`src/rtl/pc_seq_pkg.sv`:
```
// Shared encodings for the program-counter sequencer: state codes, decoder flow
// classes, PC source selects and the bundle of per-cycle control strobes.
package pc_seq_pkg;

    typedef enum logic [1:0] {
        ST_INIT  = 2'b00,
        ST_FETCH = 2'b01,
        ST_EXEC  = 2'b10,
        ST_INTR  = 2'b11
    } pc_state_e;

    localparam logic [3:0] FLOW_SEQ  = 4'd0;
    localparam logic [3:0] FLOW_BR   = 4'd1;
    localparam logic [3:0] FLOW_BRC  = 4'd2;
    localparam logic [3:0] FLOW_CALL = 4'd3;
    localparam logic [3:0] FLOW_RET  = 4'd4;
    localparam logic [3:0] FLOW_RETI = 4'd5;
    localparam logic [3:0] FLOW_SEI  = 4'd6;
    localparam logic [3:0] FLOW_CLI  = 4'd7;

    localparam logic [1:0] MUX_IMM  = 2'b00;
    localparam logic [1:0] MUX_STK  = 2'b01;
    localparam logic [1:0] MUX_VEC  = 2'b10;
    localparam logic [1:0] MUX_ZERO = 2'b11;

    typedef struct packed {
        logic       pc_rst;
        logic       pc_ld;
        logic       pc_inc;
        logic [1:0] pc_mux_sel;
        logic       sp_incr;
        logic       sp_decr;
        logic       scr_we;
        logic       scr_data_sel;
        logic       flg_shad_ld;
        logic       flg_restore;
    } ctrl_t;

    // Codes 8-15 are undefined classes and behave like a plain sequential op.
    function automatic logic [3:0] flow_norm(input logic [3:0] f);
        return f[3] ? FLOW_SEQ : f;
    endfunction

endpackage

```
`src/rtl/pc_sequencer_if.sv`:
```
// Decoder/datapath-facing bundle of the sequencer: flow inputs and the
// control strobes it produces, plus debug/status outputs.
interface pc_sequencer_if #(
    parameter int STK_DEPTH = 16
);
    localparam int DEPTH_W = $clog2(STK_DEPTH + 1);

    logic [3:0]         flow;
    logic               cond_met;
    logic               intr;

    logic               pc_rst;
    logic               pc_ld;
    logic               pc_inc;
    logic [1:0]         pc_mux_sel;
    logic               sp_incr;
    logic               sp_decr;
    logic               scr_we;
    logic               scr_data_sel;
    logic               flg_shad_ld;
    logic               flg_restore;
    logic               i_en;
    logic               stk_err;
    logic [1:0]         state;
    logic [DEPTH_W-1:0] stk_depth;

    modport master (
        input  flow, cond_met, intr,
        output pc_rst, pc_ld, pc_inc, pc_mux_sel, sp_incr, sp_decr,
               scr_we, scr_data_sel, flg_shad_ld, flg_restore,
               i_en, stk_err, state, stk_depth
    );

    modport slave (
        output flow, cond_met, intr,
        input  pc_rst, pc_ld, pc_inc, pc_mux_sel, sp_incr, sp_decr,
               scr_we, scr_data_sel, flg_shad_ld, flg_restore,
               i_en, stk_err, state, stk_depth
    );

endinterface

```
`src/rtl/stk_depth_ctr.sv`:
```
// Saturating call/interrupt nesting counter with a sticky over/underflow flag.
module stk_depth_ctr #(
    parameter  int DEPTH = 16,
    localparam int CW    = $clog2(DEPTH + 1)
) (
    input  logic          clk,
    input  logic          rst_n,
    input  logic          inc,
    input  logic          dec,
    output logic [CW-1:0] count,
    output logic          err
);
    localparam logic [CW-1:0] MAX_COUNT = CW'(DEPTH);

    logic [CW-1:0] count_reg, count_next;
    logic          err_reg, err_next;

    always_comb begin
        count_next = count_reg;
        err_next   = err_reg;
        if (inc && !dec) begin
            if (count_reg == MAX_COUNT) begin
                err_next = 1'b1;
            end else begin
                count_next = count_reg + 1'b1;
            end
        end else if (dec && !inc) begin
            if (count_reg == '0) begin
                err_next = 1'b1;
            end else begin
                count_next = count_reg - 1'b1;
            end
        end
    end

    always_ff @(posedge clk or negedge rst_n) begin
        if (!rst_n) begin
            count_reg <= '0;
            err_reg   <= 1'b0;
        end else begin
            count_reg <= count_next;
            err_reg   <= err_next;
        end
    end

    assign count = count_reg;
    assign err   = err_reg;

endmodule

```
`src/rtl/pc_sequencer.sv`:
```
// Instruction-cycle sequencer: INIT/FETCH/EXEC/INTR control FSM driving the PC,
// stack pointer, scratch RAM and flag shadow, with interrupt enable and pending logic.
module pc_sequencer
    import pc_seq_pkg::*;
#(
    parameter int STK_DEPTH = 16
) (
    input  logic           clk,
    input  logic           rst_n,
    pc_sequencer_if.master bus
);
    localparam int DEPTH_W = $clog2(STK_DEPTH + 1);

    localparam logic [1:0] S_INIT  = ST_INIT;
    localparam logic [1:0] S_FETCH = ST_FETCH;
    localparam logic [1:0] S_EXEC  = ST_EXEC;
    localparam logic [1:0] S_INTR  = ST_INTR;

    logic [1:0]         state_reg, state_next;
    logic               i_en_reg, i_en_next;
    logic               pending_reg, pending_next;
    logic [3:0]         flow;
    logic               take_intr;
    logic               push;
    logic               pop;
    ctrl_t              ctrl;
    logic [DEPTH_W-1:0] depth_count;

    assign flow = flow_norm(bus.flow);

    // The request seen this cycle counts as well as a latched one, so a
    // one-cycle pulse during EXEC is still taken.
    assign take_intr = (state_reg == S_EXEC) && i_en_reg && (pending_reg || bus.intr);

    always_comb begin
        ctrl = '0;
        case (state_reg)
            S_INIT:  ctrl.pc_rst = 1'b1;
            S_FETCH: ctrl.pc_inc = 1'b1;
            S_EXEC: begin
                case (flow)
                    FLOW_BR: begin
                        ctrl.pc_ld      = 1'b1;
                        ctrl.pc_mux_sel = MUX_IMM;
                    end
                    FLOW_BRC: begin
                        ctrl.pc_ld      = bus.cond_met;
                        ctrl.pc_mux_sel = MUX_IMM;
                    end
                    FLOW_CALL: begin
                        ctrl.pc_ld        = 1'b1;
                        ctrl.pc_mux_sel   = MUX_IMM;
                        ctrl.sp_decr      = 1'b1;
                        ctrl.scr_we       = 1'b1;
                        ctrl.scr_data_sel = 1'b1;
                    end
                    FLOW_RET, FLOW_RETI: begin
                        ctrl.pc_ld       = 1'b1;
                        ctrl.pc_mux_sel  = MUX_STK;
                        ctrl.sp_incr     = 1'b1;
                        ctrl.flg_restore = (flow == FLOW_RETI);
                    end
                    default: ;
                endcase
            end
            S_INTR: begin
                ctrl.pc_ld        = 1'b1;
                ctrl.pc_mux_sel   = MUX_VEC;
                ctrl.sp_decr      = 1'b1;
                ctrl.scr_we       = 1'b1;
                ctrl.scr_data_sel = 1'b1;
                ctrl.flg_shad_ld  = 1'b1;
            end
            default: ;
        endcase
    end

    always_comb begin
        state_next = S_INIT;
        case (state_reg)
            S_INIT:  state_next = S_FETCH;
            S_FETCH: state_next = S_EXEC;
            S_EXEC:  state_next = take_intr ? S_INTR : S_FETCH;
            S_INTR:  state_next = S_FETCH;
            default: state_next = S_INIT;
        endcase
    end

    always_comb begin
        i_en_next = i_en_reg;
        if (state_reg == S_EXEC) begin
            if (flow == FLOW_SEI || flow == FLOW_RETI) begin
                i_en_next = 1'b1;
            end else if (flow == FLOW_CLI) begin
                i_en_next = 1'b0;
            end
        end else if (state_reg == S_INTR) begin
            i_en_next = 1'b0;
        end
    end

    // Acknowledge in INTR wins over a request arriving in that same cycle.
    assign pending_next = (state_reg == S_INTR) ? 1'b0 : (pending_reg | bus.intr);

    always_ff @(posedge clk or negedge rst_n) begin
        if (!rst_n) begin
            state_reg   <= S_INIT;
            i_en_reg    <= 1'b0;
            pending_reg <= 1'b0;
        end else begin
            state_reg   <= state_next;
            i_en_reg    <= i_en_next;
            pending_reg <= pending_next;
        end
    end

    assign push = ((state_reg == S_EXEC) && (flow == FLOW_CALL)) || (state_reg == S_INTR);
    assign pop  = (state_reg == S_EXEC) && ((flow == FLOW_RET) || (flow == FLOW_RETI));

    stk_depth_ctr #(
        .DEPTH (STK_DEPTH)
    ) u_depth (
        .clk   (clk),
        .rst_n (rst_n),
        .inc   (push),
        .dec   (pop),
        .count (depth_count),
        .err   (bus.stk_err)
    );

    assign bus.pc_rst       = ctrl.pc_rst;
    assign bus.pc_ld        = ctrl.pc_ld;
    assign bus.pc_inc       = ctrl.pc_inc;
    assign bus.pc_mux_sel   = ctrl.pc_mux_sel;
    assign bus.sp_incr      = ctrl.sp_incr;
    assign bus.sp_decr      = ctrl.sp_decr;
    assign bus.scr_we       = ctrl.scr_we;
    assign bus.scr_data_sel = ctrl.scr_data_sel;
    assign bus.flg_shad_ld  = ctrl.flg_shad_ld;
    assign bus.flg_restore  = ctrl.flg_restore;
    assign bus.i_en         = i_en_reg;
    assign bus.state        = state_reg;
    assign bus.stk_depth    = depth_count;

endmodule

```
`src/flat_wrapper.sv`:
```
// flat-port wrapper written by rule: the top's interface ports become plain ports
module pc_sequencer_flat import pc_seq_pkg::*;
#(
    parameter int STK_DEPTH = 16
)
  (clk, rst_n, bus_flow, bus_cond_met, bus_intr, bus_pc_rst, bus_pc_ld, bus_pc_inc, bus_pc_mux_sel, bus_sp_incr, bus_sp_decr, bus_scr_we, bus_scr_data_sel, bus_flg_shad_ld, bus_flg_restore, bus_i_en, bus_stk_err, bus_state, bus_stk_depth);
  pc_sequencer_if #(.STK_DEPTH(STK_DEPTH)) bus_i ();
  input  logic clk;
  input  logic rst_n;
  input wire logic [$bits(bus_i.flow)-1:0] bus_flow;
  input wire logic [$bits(bus_i.cond_met)-1:0] bus_cond_met;
  input wire logic [$bits(bus_i.intr)-1:0] bus_intr;
  output wire logic [$bits(bus_i.pc_rst)-1:0] bus_pc_rst;
  output wire logic [$bits(bus_i.pc_ld)-1:0] bus_pc_ld;
  output wire logic [$bits(bus_i.pc_inc)-1:0] bus_pc_inc;
  output wire logic [$bits(bus_i.pc_mux_sel)-1:0] bus_pc_mux_sel;
  output wire logic [$bits(bus_i.sp_incr)-1:0] bus_sp_incr;
  output wire logic [$bits(bus_i.sp_decr)-1:0] bus_sp_decr;
  output wire logic [$bits(bus_i.scr_we)-1:0] bus_scr_we;
  output wire logic [$bits(bus_i.scr_data_sel)-1:0] bus_scr_data_sel;
  output wire logic [$bits(bus_i.flg_shad_ld)-1:0] bus_flg_shad_ld;
  output wire logic [$bits(bus_i.flg_restore)-1:0] bus_flg_restore;
  output wire logic [$bits(bus_i.i_en)-1:0] bus_i_en;
  output wire logic [$bits(bus_i.stk_err)-1:0] bus_stk_err;
  output wire logic [$bits(bus_i.state)-1:0] bus_state;
  output wire logic [$bits(bus_i.stk_depth)-1:0] bus_stk_depth;
  assign bus_i.flow = bus_flow;
  assign bus_i.cond_met = bus_cond_met;
  assign bus_i.intr = bus_intr;
  assign bus_pc_rst = bus_i.pc_rst;
  assign bus_pc_ld = bus_i.pc_ld;
  assign bus_pc_inc = bus_i.pc_inc;
  assign bus_pc_mux_sel = bus_i.pc_mux_sel;
  assign bus_sp_incr = bus_i.sp_incr;
  assign bus_sp_decr = bus_i.sp_decr;
  assign bus_scr_we = bus_i.scr_we;
  assign bus_scr_data_sel = bus_i.scr_data_sel;
  assign bus_flg_shad_ld = bus_i.flg_shad_ld;
  assign bus_flg_restore = bus_i.flg_restore;
  assign bus_i_en = bus_i.i_en;
  assign bus_stk_err = bus_i.stk_err;
  assign bus_state = bus_i.state;
  assign bus_stk_depth = bus_i.stk_depth;
  pc_sequencer #(.STK_DEPTH(STK_DEPTH)) u_core (.clk(clk), .rst_n(rst_n), .bus(bus_i));
endmodule
```
`config.mk`:
```
export PLATFORM = sky130hd
export DESIGN_NAME = pc_sequencer_flat
export DESIGN_NICKNAME = d
export VERILOG_FILES = /design/src/rtl/pc_seq_pkg.sv /design/src/rtl/pc_sequencer_if.sv /design/src/rtl/stk_depth_ctr.sv /design/src/rtl/pc_sequencer.sv /design/src/flat_wrapper.sv
export SDC_FILE = /design/constraint.sdc
export NUM_CORES = 1
export LEC_CHECK = 0
export CAP_MARGIN = 30
export CORE_AREA = 4 4 41 43
export CTS_CLUSTER_SIZE = 40
export DETAILED_ROUTE_END_ITERATION = 8
export DIE_AREA = 0 0 45 47
export DONT_BUFFER_PORTS = 1
export GPL_ROUTABILITY_DRIVEN = 1
export PLACE_DENSITY = 0.77
export SYNTH_ARGS = -nofsm -noshare
export SYNTH_HDL_FRONTEND = slang
export SYNTH_SLANG_ARGS = --single-unit
```
`constraint.sdc`:
```
create_clock -name clk -period 4.6 [get_ports clk]
set_input_delay 0.92 -clock clk [delete_from_list [all_inputs] [get_ports clk]]
set_output_delay 0.92 -clock clk [all_outputs]
set_load 0.005 [all_outputs]
```
# Word level (Yosys, flattened, before mapping)
# Cells that the tools add are included.
[classes]
reduce_logical = 23
shift = 0
mul = 0
n_div = 0
n_eq_ne = 15
muxes = 29
magnitude_cmp = 0
bitwise_logic = 1
add_sub_neg = 2
[op_table]
columns = ["cell", "count"]
rows = [
  ["2-to-1 mux 5 bit", 4],
  ["2-to-1 mux 1 bit", 17],
  ["== test 4 x 3 -> 1 bit, second input constant", 4],
  ["== test 4 x 2 -> 1 bit, second input constant", 2],
  ["logical AND 1 bit", 6],
  ["2-to-1 mux 3 bit", 2],
  ["case mux 2 bit (3 select lines)", 1],
  ["case mux 3 bit (2 select lines)", 1],
  ["AND reduction 3 bit", 2],
  ["nonzero test 2 bit", 3],
  ["adder 5 x 1 -> 5 bit, second input constant", 1],
  ["== test 5 bit, second input constant", 1],
  ["zero test 5 bit", 1],
  ["subtractor 5 x 1 -> 5 bit, second input constant", 1],
  ["== test 2 bit, second input constant", 2],
  ["== test 4 x 1 -> 1 bit, second input constant", 1],
  ["logical OR 1 bit", 4],
  ["!= test 2 bit, second input constant", 2],
  ["case mux 1 bit (2 select lines)", 2],
  ["case mux 2 bit (2 select lines)", 1],
  ["OR reduction 2 bit", 2],
  ["OR reduction 4 bit", 1],
  ["!= test 3 bit, second input constant", 1],
  ["== test 2 x 1 -> 1 bit, second input constant", 1],
  ["6 further kinds", 7],
]
[word_totals]
romBits = 0
mem_bits_rw = 0
latchBits = 0
register_bits = 10
out_inout_bits = 20
memories = 0
wordCells = 75

# Logic depth before layout (Yosys ltp)
[depth]
depth_word = 8
depth_mapped = 13
ltp_nobuf = 13

# Modules after synthesis
# Synthesis repeated with hierarchy kept, for this count alone.
[hier_totals]
hier_cells = 78
area_unflattened_um2 = 711.9
[modules_own_cells]
columns = ["module", "instances", "cells_per_inst", "area_each_um2", "seq_area_each_um2"]
rows = [
  ["stk_depth_ctr", 1, 43, 394.1, 150.1],
  ["pc_sequencer", 1, 35, 317.8, 100.1],
]

# Worst setup path before layout
# OpenSTA, ideal clock, no wires.
[synth_timing]
path_type = "input to register"
from = "input port bus_flow[3]"
to = "register u_core.u_depth.count_reg[4] (netlist: u_core.u_depth.count[4])"
path_buffers = 0
setup_time_ps = 69
path_slack_ps = 1716
t_required_ps = 4531
arrival_ps = 2815
path_stages = 11
path_cell_list = "nor2b_1 -> nand2_1 -> nor2_1 -> inv_1 -> ha_1 -> inv_1 -> ha_1 -> a21oi_1 -> o21ai_0 -> or4_1 -> nand3_1"
[synth_between]
elab_chain_len = 8
word_cells_on_any_way = 17
classes_between = "eq/ne (5); mux (2); reduce/logical (10)"
[synth_rtl]
columns = ["element", "line", "rtl"]
rows = [
  ["from (decl)", "flat_wrapper.sv:10", "input wire logic [$bits(bus_i.flow)-1:0] bus_flow;"],
  ["2-to-1 mux 3 bit *", "pc_seq_pkg.sv:41", "return f[3] ? FLOW_SEQ : f;"],
  ["== test 4 x 3 -> 1 bit or == test 4 x 2 -> 1 bit (tied branches)", "pc_sequencer.sv:118, pc_sequencer.sv:117", ""],
  ["logical OR 1 bit or logical AND 1 bit (tied branches)", "pc_sequencer.sv:118, pc_sequencer.sv:117", ""],
  ["logical AND 1 bit or logical OR 1 bit (tied branches)", "pc_sequencer.sv:118, pc_sequencer.sv:117", ""],
  ["zero test 1 bit, on equally long branches", "stk_depth_ctr.sv:21, stk_depth_ctr.sv:27", ""],
  ["logical AND 1 bit, on equally long branches", "stk_depth_ctr.sv:21, stk_depth_ctr.sv:27", ""],
  ["!= test 2 bit (no line) or nonzero test 2 bit (tied branches)", "n/a", ""],
  ["AND reduction 3 bit (no line)", "n/a", ""],
  ["to (signal assigned)", "stk_depth_ctr.sv:41", "count_reg <= count_next;"],
  ["to (decl)", "stk_depth_ctr.sv:15", "logic [CW-1:0] count_reg, count_next;"],
]
# Every way passes the cells marked *; elsewhere a longest branch is shown, timed or not.
# A chain may end at the register's enable or synchronous reset.

# Final worst setup path
[layout_timing]
from = "register u_core.state_reg[0] (netlist: u_core.bus.state[0])"
to = "register u_core.u_depth.count_reg[4] (netlist: u_core.u_depth.count[4])"
[layout_between]
elab_chain_len = 7
word_cells_on_any_way = 14
classes_between = "eq/ne (4); mux (1); reduce/logical (9)"
[layout_rtl]
columns = ["element", "line", "rtl"]
rows = [
  ["from (decl)", "pc_sequencer.sv:19", "logic [1:0] state_reg, state_next;"],
  ["from (signal assigned)", "pc_sequencer.sv:111", "state_reg <= state_next;"],
  ["== test 2 bit", "pc_sequencer.sv:117, pc_sequencer.sv:118", ""],
  ["logical AND 1 bit", "pc_sequencer.sv:117", "assign push = ((state_reg == S_EXEC) && (flow == FLOW_CALL)) || (state_reg == S_INTR);"],
  ["logical OR 1 bit", "pc_sequencer.sv:117", ""],
  ["zero test 1 bit", "stk_depth_ctr.sv:27", "end else if (dec && !inc) begin"],
  ["logical AND 1 bit", "stk_depth_ctr.sv:27", ""],
  ["nonzero test 2 bit (no line)", "n/a", ""],
  ["AND reduction 3 bit (no line)", "n/a", ""],
]
# Several ways; a longest one is shown, not always the timed one.

==> out/metrics.cfg <==
[status]
status = completed

[clock_network]
cts-root-to-sink-buffers = 2
number_of_h_tree_branching_levels = 1
cts_hold_buffers = 0
post-cts-setup-buffers = 0
cts_inserted_buffers = 3
cts.reportedPaths.clkPinSlew_ns = 0.07
tritoncts_num_sinks = 10
cts_tree = yes
post_cts_resize_count = 0
clock_latency_ns = 0.27
clockRootBuffer = sky130_fd_sc_hd__clkbuf_4

[sta]
final-hold-violation-count = 0
setup_total_negative_slack_ns = 0
timing.final.setup_violations = 0
worst_slew_pin_slew_ns = 0.381
worst_slew_margin_rel = 0.744
fmax_mhz = 327
final_min_period_over_clock_period = 0.665
whs_ns = 0.337
rsz_0062_raised_after_global_routing = false
report.final.slew_viol_count = 0
skew_ns = 0.000336
final_period_minus_worst_setup_slack_ns = 3.06

[floorplanning]
io-pin-count = 28
die_height_um = 47
cell_row_count = 13
coreArea_um2 = 1300
start_util = 0.547
dieArea_um2 = 2120
dieWidth_um = 45

[placement]
port_buffer_count = 0
dp.final_hpwl_mm = 1.05
place_inst = 91
globalplace.congestion = 0.773

[detailed_routing]
detail_route.vias_per_cell = 5.89
routed-via-count = 560
routed_len_inst_um = 14.3
postRouteWirelength_mm = 1.36
detail-route-antenna-nets = 0
drt-pass1-iter-count = 3
detail_route.iter0.violations = 7
drc = 0

[power_and_ir_drop]
netSwitchingPower_uw = 280
clock_power_share = 0.133
cellLeakagePower_uw = 0.000349
cellInternalPower_uw = 331
worst_ir_drop_vdd_v = 0.000485
power_switching_share = 0.458
seq_power_share = 0.311
power_frac_comb = 0.556
cellPowerDensity_nw_per_um2 = 821

[grt]
grt_pass1_wl_mm = 2.10
grt.total_usage = 0.140
gr_overflow_total = 0
initial_antenna_violation_count = 0
grt_start_max_net_pins = 11
vias_in_the_first_global_route = 531

[synthesis]
postSynthNetCount = 98
ys_ff_latch = 10
yosysUniqueCellTypes = 24
synth.yosys.seq_area_share = 0.351
synthesis.yosys.warnings = 0
yosys.area.top_type_share = 0.351
synth_cells = 79
synthesis.area_per_instance_um2 = 9.01
netlist_area_um2 = 712
netlist.top_cell.by_area = sky130_fd_sc_hd__dfrtp_1
synth.top_cells.by_area = sky130_fd_sc_hd__dfrtp_1 35%, sky130_fd_sc_hd__ha_1 18%, sky130_fd_sc_hd__nand2_1 5.3%

[final_layout]
layout_common_cells = 10 x sky130_fd_sc_hd__nand2_1, 10 x sky130_fd_sc_hd__ha_1, 10 x sky130_fd_sc_hd__dfrtp_1
syn_to_final_growth_pct = 4.57
n_antenna_cell = 0
largest_reg_flops = 5
finalNetCount = 100
layoutNonFillerInstCount = 95
final_layout_size_suffix_gt1_frac = 0.0500
finalCoreUtilization = 0.572

[worst_setup_path]
critical_path_arrival_ns = 3.27
crit_fanout = 6
timing.setup.critical_path_class = flop to flop
worst_setup_path_end_kind = flop
endpoint_required_time_on_the_critical_path_ns = 4.81
worst_setup_path_start_kind = flop

[min_path]
hold_class = primary input to async pin

[run]
cap_viol_max_count = 0

[path summary, 6_finish.rpt]
check | start | endpoint | slack, ns | cells past startpoint
worst max register to register | u_core.bus.state[0] | u_core.u_depth.count[4] | 1.54 | 13
worst max-delay path | u_core.bus.state[0] | u_core.u_depth.count[4] | 1.54 | 13
worst min register to register | u_core.pending_reg | u_core.pending_reg | 0.49 | 2
max in group asynchronous | rst_n | u_core.pending_reg | 4.19 | 0
min in group clk | u_core.pending_reg | u_core.pending_reg | 0.49 | 2
worst min-delay path | rst_n | u_core.u_depth.count[2] | 0.34 | 0
[cells by family after synthesis]
family                   Yosys count  synth area share
adder cells (fa/ha/maj)           11             0.204
AND/OR/NAND/NOR                   25             0.162
buffers and inverters             11            0.0738
XOR/XNOR                           3            0.0369
AO/OA/AOI/OAI                     19             0.172
flip-flops                        10             0.351
[stage by stage]
step | total power [uW] | instance area (um^2) | worst slack, ns
2_1_floorplan | 474 | 712 | 1.72
3_3_place_gp | 512 | 708 | 1.54
3_5_place_dp | 528 | 708 | 1.44
4_1_cts | 612 | 744 | 1.53
5_1_grt | 674 | 744 | 1.26
6_report | 611 | 744 | 1.54
[critical path: stages, from the launching register on]
cell and delay, ns:
sky130_fd_sc_hd__dfrtp_1 0.45, sky130_fd_sc_hd__inv_1 0.11, sky130_fd_sc_hd__ha_1 0.20, sky130_fd_sc_hd__nor2b_1 0.26
sky130_fd_sc_hd__nand2_1 0.14, sky130_fd_sc_hd__nor2_1 0.20, sky130_fd_sc_hd__inv_1 0.07, sky130_fd_sc_hd__ha_1 0.30
sky130_fd_sc_hd__inv_1 0.17, sky130_fd_sc_hd__ha_1 0.29, sky130_fd_sc_hd__a21oi_1 0.15, sky130_fd_sc_hd__o21ai_0 0.15
sky130_fd_sc_hd__or4_1 0.42, sky130_fd_sc_hd__nand3_1 0.08
[cell usage after synthesis]
master	count
sky130_fd_sc_hd__a2bb2oi_1	2
sky130_fd_sc_hd__o21bai_1	3
sky130_fd_sc_hd__nand2_1	10
sky130_fd_sc_hd__and2_1	1
sky130_fd_sc_hd__xor2_1	1
sky130_fd_sc_hd__a41oi_1	1
sky130_fd_sc_hd__o21ai_0	6
sky130_fd_sc_hd__xnor2_1	2
sky130_fd_sc_hd__a21o_1	2
sky130_fd_sc_hd__buf_4	3
sky130_fd_sc_hd__inv_1	8
sky130_fd_sc_hd__nor2_1	5
sky130_fd_sc_hd__nand2b_1	1
sky130_fd_sc_hd__fa_1	1
sky130_fd_sc_hd__nor2b_1	2
sky130_fd_sc_hd__ha_1	10
sky130_fd_sc_hd__nor4_1	1
sky130_fd_sc_hd__o22ai_1	1
sky130_fd_sc_hd__nand3_1	3
sky130_fd_sc_hd__a21oi_1	3
sky130_fd_sc_hd__a211oi_1	1
sky130_fd_sc_hd__or4_1	1
sky130_fd_sc_hd__dfrtp_1	10
sky130_fd_sc_hd__nor3_1	1
[final cells by class]
type	count	area [um^2]
Fill cell	122	557
Multi-Input combinational cell	58	409
Sequential cell	10	250
Clock buffer	4	36.3
Inverter	8	30.0
Tap cell	15	18.8
[power groups by stage]
| stage | clock network (uW) | registers, uW | logic (uW) |
|---|---|---|---|
| 4_1_cts | 80.3 | 192 | 340 |
| 2_1_floorplan | 0 | 178 | 296 |
| 5_1_grt | 85.5 | 199 | 390 |
| 3_3_place_gp | 0 | 191 | 321 |
| 6_report | 81.5 | 190 | 340 |
| 3_5_place_dp | 0 | 193 | 334 |
[metal layers]
metal,vias to the layer above,routed length (um),global-route usage
met3,4,99,0.0307
met2,22,597,0.215
met5,-,0,0
li1,273,-,-
met4,0,23,0.0877
met1,261,635,0.178
Note: power is estimated with default switching activity, not from simulation.
